===== src/rtl/dmem_arbiter_pkg.sv =====
// dmem_arbiter_pkg: shared state encoding, width defaults and port indices for the data-memory arbiter
package dmem_arbiter_pkg;
    typedef enum logic [1:0] {
        IDLE  = 2'd0,
        ISSUE = 2'd1,
        RDATA = 2'd2
    } arbState;
    localparam int ADDR_W_DEF = 9;
    localparam int DATA_W_DEF = 32;
    localparam logic P_CPU = 1'b0;
    localparam logic P_DBG = 1'b1;
endpackage


===== src/rtl/dmem_arbiter_arb_pick.sv =====
// arb_pick: combinational winner selection between the CPU and debug ports (round-robin when ARB_ROUND_ROBIN_EN is defined, fixed priority otherwise)
module arb_pick
    import dmem_arbiter_pkg::*;
(
    input  logic req0,
    input  logic req1,
    input  logic lastOwner,
    output logic win,
    output logic any
);
`ifdef ARB_ROUND_ROBIN_EN
    // On a tie the port that was not served last wins; a lone requester always wins
    always_comb begin
        any = req0 | req1;
        win = (req0 && req1) ? ~lastOwner : (req1 ? P_DBG : P_CPU);
    end
`else
    logic unusedLastOwner;
    assign unusedLastOwner = lastOwner;
    // Port 0 always wins a tie; history is ignored
    always_comb begin
        any = req0 | req1;
        win = req0 ? P_CPU : (req1 ? P_DBG : P_CPU);
    end
`endif
endmodule


===== src/rtl/dmem_arbiter.sv =====
// dmem_arbiter: serialises CPU and debug accesses onto a single-port synchronous-read RAM (ARB_ROUND_ROBIN_EN selects round-robin ties)
module dmem_arbiter
    import dmem_arbiter_pkg::*;
#(
    parameter int ADDR_W = ADDR_W_DEF,
    parameter int DATA_W = DATA_W_DEF
) (
    input  logic              clk,
    input  logic              rst,
    input  logic              req0,
    input  logic              req1,
    input  logic              we0,
    input  logic              we1,
    input  logic [ADDR_W-1:0] addr0,
    input  logic [ADDR_W-1:0] addr1,
    input  logic [DATA_W-1:0] wdata0,
    input  logic [DATA_W-1:0] wdata1,
    output logic              gnt0,
    output logic              gnt1,
    output logic              rvalid0,
    output logic              rvalid1,
    output logic [DATA_W-1:0] rdata,
    output logic [ADDR_W-1:0] mem_addr,
    output logic [DATA_W-1:0] mem_din,
    output logic              mem_we,
    input  logic [DATA_W-1:0] mem_dout
);
    arbState state, nextState;
    logic owner, weQ, lastOwner, win, any;

    arb_pick uPick (
        .req0      (req0),
        .req1      (req1),
        .lastOwner (lastOwner),
        .win       (win),
        .any       (any)
    );

    // State register; reset aborts any access in flight
    always_ff @(posedge clk or posedge rst) begin
        if (rst) state <= IDLE;
        else     state <= nextState;
    end

    // Next state: a write finishes after ISSUE, a read needs one more cycle for RAM data
    always_comb begin
        nextState = IDLE;
        case (state)
            IDLE:    nextState = any ? ISSUE : IDLE;
            ISSUE:   nextState = weQ ? IDLE : RDATA;
            default: nextState = IDLE;
        endcase
    end

    // Commit the winning access in IDLE so RAM pins stay stable through ISSUE
    always_ff @(posedge clk or posedge rst) begin
        if (rst) begin
            owner     <= P_CPU;
            weQ       <= 1'b0;
            mem_addr  <= '0;
            mem_din   <= '0;
            lastOwner <= P_DBG;
        end else if (state == IDLE && any) begin
            owner     <= win;
            weQ       <= win ? we1 : we0;
            mem_addr  <= win ? addr1 : addr0;
            mem_din   <= win ? wdata1 : wdata0;
            lastOwner <= win;
        end
    end

    // Moore outputs decoded from registered state and owner
    always_comb begin
        gnt0    = (state == ISSUE) && (owner == P_CPU);
        gnt1    = (state == ISSUE) && (owner == P_DBG);
        rvalid0 = (state == RDATA) && (owner == P_CPU);
        rvalid1 = (state == RDATA) && (owner == P_DBG);
        mem_we  = (state == ISSUE) && weQ;
        rdata   = (state == RDATA) ? mem_dout : '0;
    end
endmodule


===== config.mk =====
export PLATFORM = sky130hd
export DESIGN_NAME = dmem_arbiter
export DESIGN_NICKNAME = d
export VERILOG_FILES = /design/src/rtl/dmem_arbiter_pkg.sv /design/src/rtl/dmem_arbiter_arb_pick.sv /design/src/rtl/dmem_arbiter.sv
export SDC_FILE = /design/constraint.sdc
export NUM_CORES = 1
export LEC_CHECK = 0
export BUFFER_PORTS_ARGS = -buffer_cell sky130_fd_sc_hd__buf_2
export CAP_MARGIN = 20
export CORE_MARGIN = 3
export CORE_UTILIZATION = 38
export CTS_CLUSTER_DIAMETER = 150
export DETAILED_ROUTE_END_ITERATION = 12
export PLACE_DENSITY_LB_ADDON = 0.3
export RECOVER_POWER = 50
export SLEW_MARGIN = 10
export SYNTH_ARGS = -nofsm -noshare
export SYNTH_HDL_FRONTEND = slang
export SYNTH_HIERARCHICAL = 1
export SYNTH_SLANG_ARGS = --single-unit

===== constraint.sdc =====
create_clock -name clk -period 1.43 [get_ports clk]
set_input_delay 0.0715 -clock clk [delete_from_list [all_inputs] [get_ports clk]]
set_output_delay 0.0715 -clock clk [all_outputs]
set_load 0.02 [all_outputs]

======== After elaboration in Yosys (flattened, before gate mapping) ========
Index checks and enable logic that the tools add are counted.
word-level totals
  bits in registers ....................... 45
  output and inout bits ................... 78
  word-level logic and storage cells ...... 25
cells by class
  equal/unequal tests ..................... 2
  mux-type cells .......................... 9
  bitwise gates (word level) .............. 2
  reductions and logical operators ........ 7
operators with widths
  operator                                                         number
  32-bit two-way mux                                               2
  9-bit two-way mux                                                1
  1-bit logical AND                                                6
  1-bit two-way mux                                                4
  2-bit one-hot mux with 2 select lines                            1
  2-bit by 1-bit == test with 1-bit output, second input constant  1
  2-bit == test, second input constant                             1
  2-bit logical NOT                                                1
  2-bit two-way mux                                                1
  1-bit NOT                                                        1
  1-bit bitwise OR                                                 1

======== Longest topological paths before layout ========
  depth after elaboration ................. 3
  mapped depth ............................ 5
  gate-level depth less buffers ........... 3

======== Cells and area by module ========
Netlist, hierarchy kept.
modules (own cells, without submodules)
  module        times used  cells an instance  area an instance (µm²)  seq. area each (µm²)
  dmem_arbiter  1           189                2810.2                  1152.4
  arb_pick      1           2                  12.5                    0.0

======== Worst setup path after synthesis ========
Ideal clock, no wire load.
  kind .................................... register -> register
  start ................................... reg state[1]
  end ..................................... reg owner
  setup time .............................. 125 ps
  data arrival time ....................... 1214 ps
  path slack .............................. 91 ps
  stages on the path, launching flop included .. 5
  path buffers ............................ 2
  period minus slack after synthesis ...... 1339 ps
  path through ............................ dfrtp_1 > nor3b_2 > buf_4 > buf_6 > mux2_2
on the way
  word-level cells in the longest chain between the ends .. 2
ends and longest elaborated chain
  what                    line                source
  from (decl)             dmem_arbiter.sv:28  arbState state, nextState;
  from (signal assigned)  dmem_arbiter.sv:42  else state <= nextState;
  2-bit logical NOT       dmem_arbiter.sv:63  end else if (state == IDLE && any) begin
  1-bit logical AND       dmem_arbiter.sv:63
  to (signal assigned)    dmem_arbiter.sv:64  owner <= win;
  to (decl)               dmem_arbiter.sv:29  logic owner, weQ, lastOwner, win, any;
Every way passes these cells.
A chain may end at the register's enable or synchronous reset.

======== Worst setup path after layout ========
  start ................................... reg state[0]
  end ..................................... reg mem_din[13]
on the way
  word-level cells in the longest chain between the ends .. 2
ends and longest elaborated chain
  what                  line                source
  2-bit logical NOT     dmem_arbiter.sv:63
  1-bit logical AND     dmem_arbiter.sv:63
  to (signal assigned)  dmem_arbiter.sv:67  mem_din <= win ? wdata1 : wdata0;
  to (decl)             dmem_arbiter.sv:24  output logic [DATA_W-1:0] mem_din,
Every way passes these cells.

==> out/metrics.yaml <==
setup_path:
  worstReg2RegStart: "state[0]"
  r2r-end: "mem_din[13]"
  crit_required_ps: 1610
  crit_type: "reg2reg"
  cp_max_fo: 6
  arrival_ps: 1640
  cp-start-kind: "register"
  ff2ff_path_depth: 4
  end_kind: "register"
  cpPeakStageDelay_ps: 450
  rrSetupSlack_ps: -30
  cpMaxStageDelayCell: "dfrtp_2"
  critical_path.cell_chain: "nor3b_4 > buf_6 > clkbuf_16 > mux2_4"
routing:
  post_drt_wl_per_cell_um: 15.08
  wl_mm: 7.406
  viasPerCell: 4.519
  drtAntennaViolNets: 0
  drtIter0Drc: 64
  vias: 2219
  drt-pass1-iter-count: 3
  drc: 0
min_path:
  min_path_cells: 3
  min_to: "weQ"
  min_path_type: "in2reg"
  hp-start: "we0"
power:
  clock_power_share_pct: 9.2
  powerDensity_nw_per_um2: 1921
  switchingPower_w: 0.003203
  power_frac_seq_pct: 28.8
  p_leak_nw: 2.235
  pwr-share-comb_pct: 61.9
  p_int_w: 0.004929
  swShare_pct: 39.38
  p_total_w: 0.008132
  ir_drop_mv: 0.9329
final_layout:
  syn_to_final_growth_pct: 52.02
  num_antenna_cells: 0
  final_cell_count_no_fill: 491
  fin_nets: 514
  drive_above_1_share_pct: 70.89
  multi_input_area_um2: 1543
  fin_area_um2: 4234
  fill_cells: 574
  seq_area_um2: 1127
grt:
  track_usage_pct: 16.06
  grt-ovfl-total: 0
  grt_pass1_vias: 2286
  grt_start_max_net_pins: 35
  grt_pass1_wl_mm: 10.75
  antenna_found_initial: 0
placed_design:
  hpwlAfterDp_mm: 5.460
  placed_area_um2: 3875
  routabilityCongestion: 0.7404
  dp.cells: 475
  preCtsSetupSlack_ps: -21.36
  io_buffers: 197
timing:
  fmaxAchievable_mhz: 685.6
  fin_ws_ps: -28.67
  finalClockSkew_ps: 7.812
  tightest_slew_ps: 873.3
  fin_crit_sh_pct: 102.0
  rsz0062_at_grt: "yes"
  finalCriticalPeriod_ps: 1459
  maxSlewHeadroom_pct: 41.72
  drv_slew: 0
  fin_tns_setup_ps: -417.0
  setup_violations: 33
  hold_viol_final: 0
floorplanning:
  fp.dieW_um: 91.61
  start_util_pct: 40.11
  rows: 30
  die_h_um: 91.61
  core_um2: 6944
  top_level_ports: 198
  die_area_um2: 8392
clock_network:
  root_buffer: "clkbuf_8"
  cts.sinks: 45
  cts_made_buffers: 5
  clkTransAtPathRegs_ps: 80
  cts.htree.levels: 2
  tritoncts: "built"
  clockBufferDepth: 2
  clk-insertion-delay-late_ps: 290
flow_run:
  maxCapViolCount: 0
synthesis:
  synth_area_um2: 2785
  yosys_warnings: 6
  synthCells: 189
  syn_avg_cell_area_um2: 14.74
  synth_fp_nets: 309
run_status:
  outcome: "finished, violations left"
  violations: "negative setup slack"
## final cells by class
type / count / share of cell area, %
Multi-Input combinational cell: 128 / 36.44
Inverter: 3 / 0.2660
Timing Repair Buffer: 211 / 31.86
Sequential cell: 45 / 26.63
Tap cell: 96 / 2.837
Clock inverter: 1 / 0.1773
Clock buffer: 7 / 1.803
## state kept, by name, summed over array words and instances, names as in the netlist
name / count
mem_din: 32
weQ: 1
state: 2
owner: 1
mem_addr: 9
## worst max-delay path, delay by kind of cell (launching register included)
kind	cells	cell delay (ps)
muxes	1	290
DFF	1	450
and+or+nand+nor	1	230
buffers and inverters	2	360
## routing by layer
layer  global-route usage (%)  share of wire [%]  up-vias
met2                    30.37                 52      127
met3                    4.266                8.2       10
li1                         -                  -     1049
met4                    5.025                1.5        0
met5                        0                  0        -
met1                    17.19                 38     1033
## metrics by stage
step	hold WS [ps]	utilization [%]
5_1_grt	96.58	60.97
3_3_place_gp	122.3	55.80
2_1_floorplan	271.7	-
6_report	87.43	60.97
4_1_cts	85.94	57.77
3_5_place_dp	127.2	55.80
## cells in the final DEF (no fill, tap or decap)
cell type	count
clkinvlp_4	1
clkbuf_1	27
mux2i_1	2
and2_4	2
inv_1	3
nor2b_4	2
buf_6	15
nor2_1	4
and2_1	32
buf_12	6
dlygate4sd3_1	1
clkbuf_8	5
mux2_4	79
dfrtp_1	44
or2_1	1
buf_2	138
clkbuf_16	4
mux2_2	4
nor3b_4	1
nand2b_1	1
buf_4	22
dfrtp_2	1
## timing repair
item / 4_1_cts / 5_1_grt
cloned: 0 / 5
endpoints found under the hold margin: 20 / 0
setup buffers: 0 / 2
gates resized for setup: 16 / 42
pin swaps: 0 / 1
endpoints found under the setup margin: 43 / 76
hold buffers: 1 / 0
## worst max-delay path by stage
| stage | start | end | slack, ps | depth (start not counted) |
|---|---|---|---|---|
| 2_1_floorplan | state[1] | owner | 100 | 4 |
| 3_3_place_gp | state[1] | mem_addr[7] | -0.6 | 3 |
| 3_5_place_dp | state[1] | mem_addr[7] | -20 | 3 |
| 4_1_cts | state[0] | mem_addr[7] | -50 | 3 |
| 5_1_grt | state[1] | rdata[22] | -100 | 4 |
| 6_report | state[0] | mem_din[13] | -30 | 4 |
## power groups by stage
stage	clock network [W]	registers (W)	logic, W
floorplan	0	0.00303	0.00241
CTS	0.000785	0.00234	0.00454
global placement	0	0.00233	0.00438
global route	0.000841	0.00245	0.00533
detailed placement	0	0.00231	0.00448
finish	0.000750	0.00234	0.00504
Power figures use the tool's default switching activity.
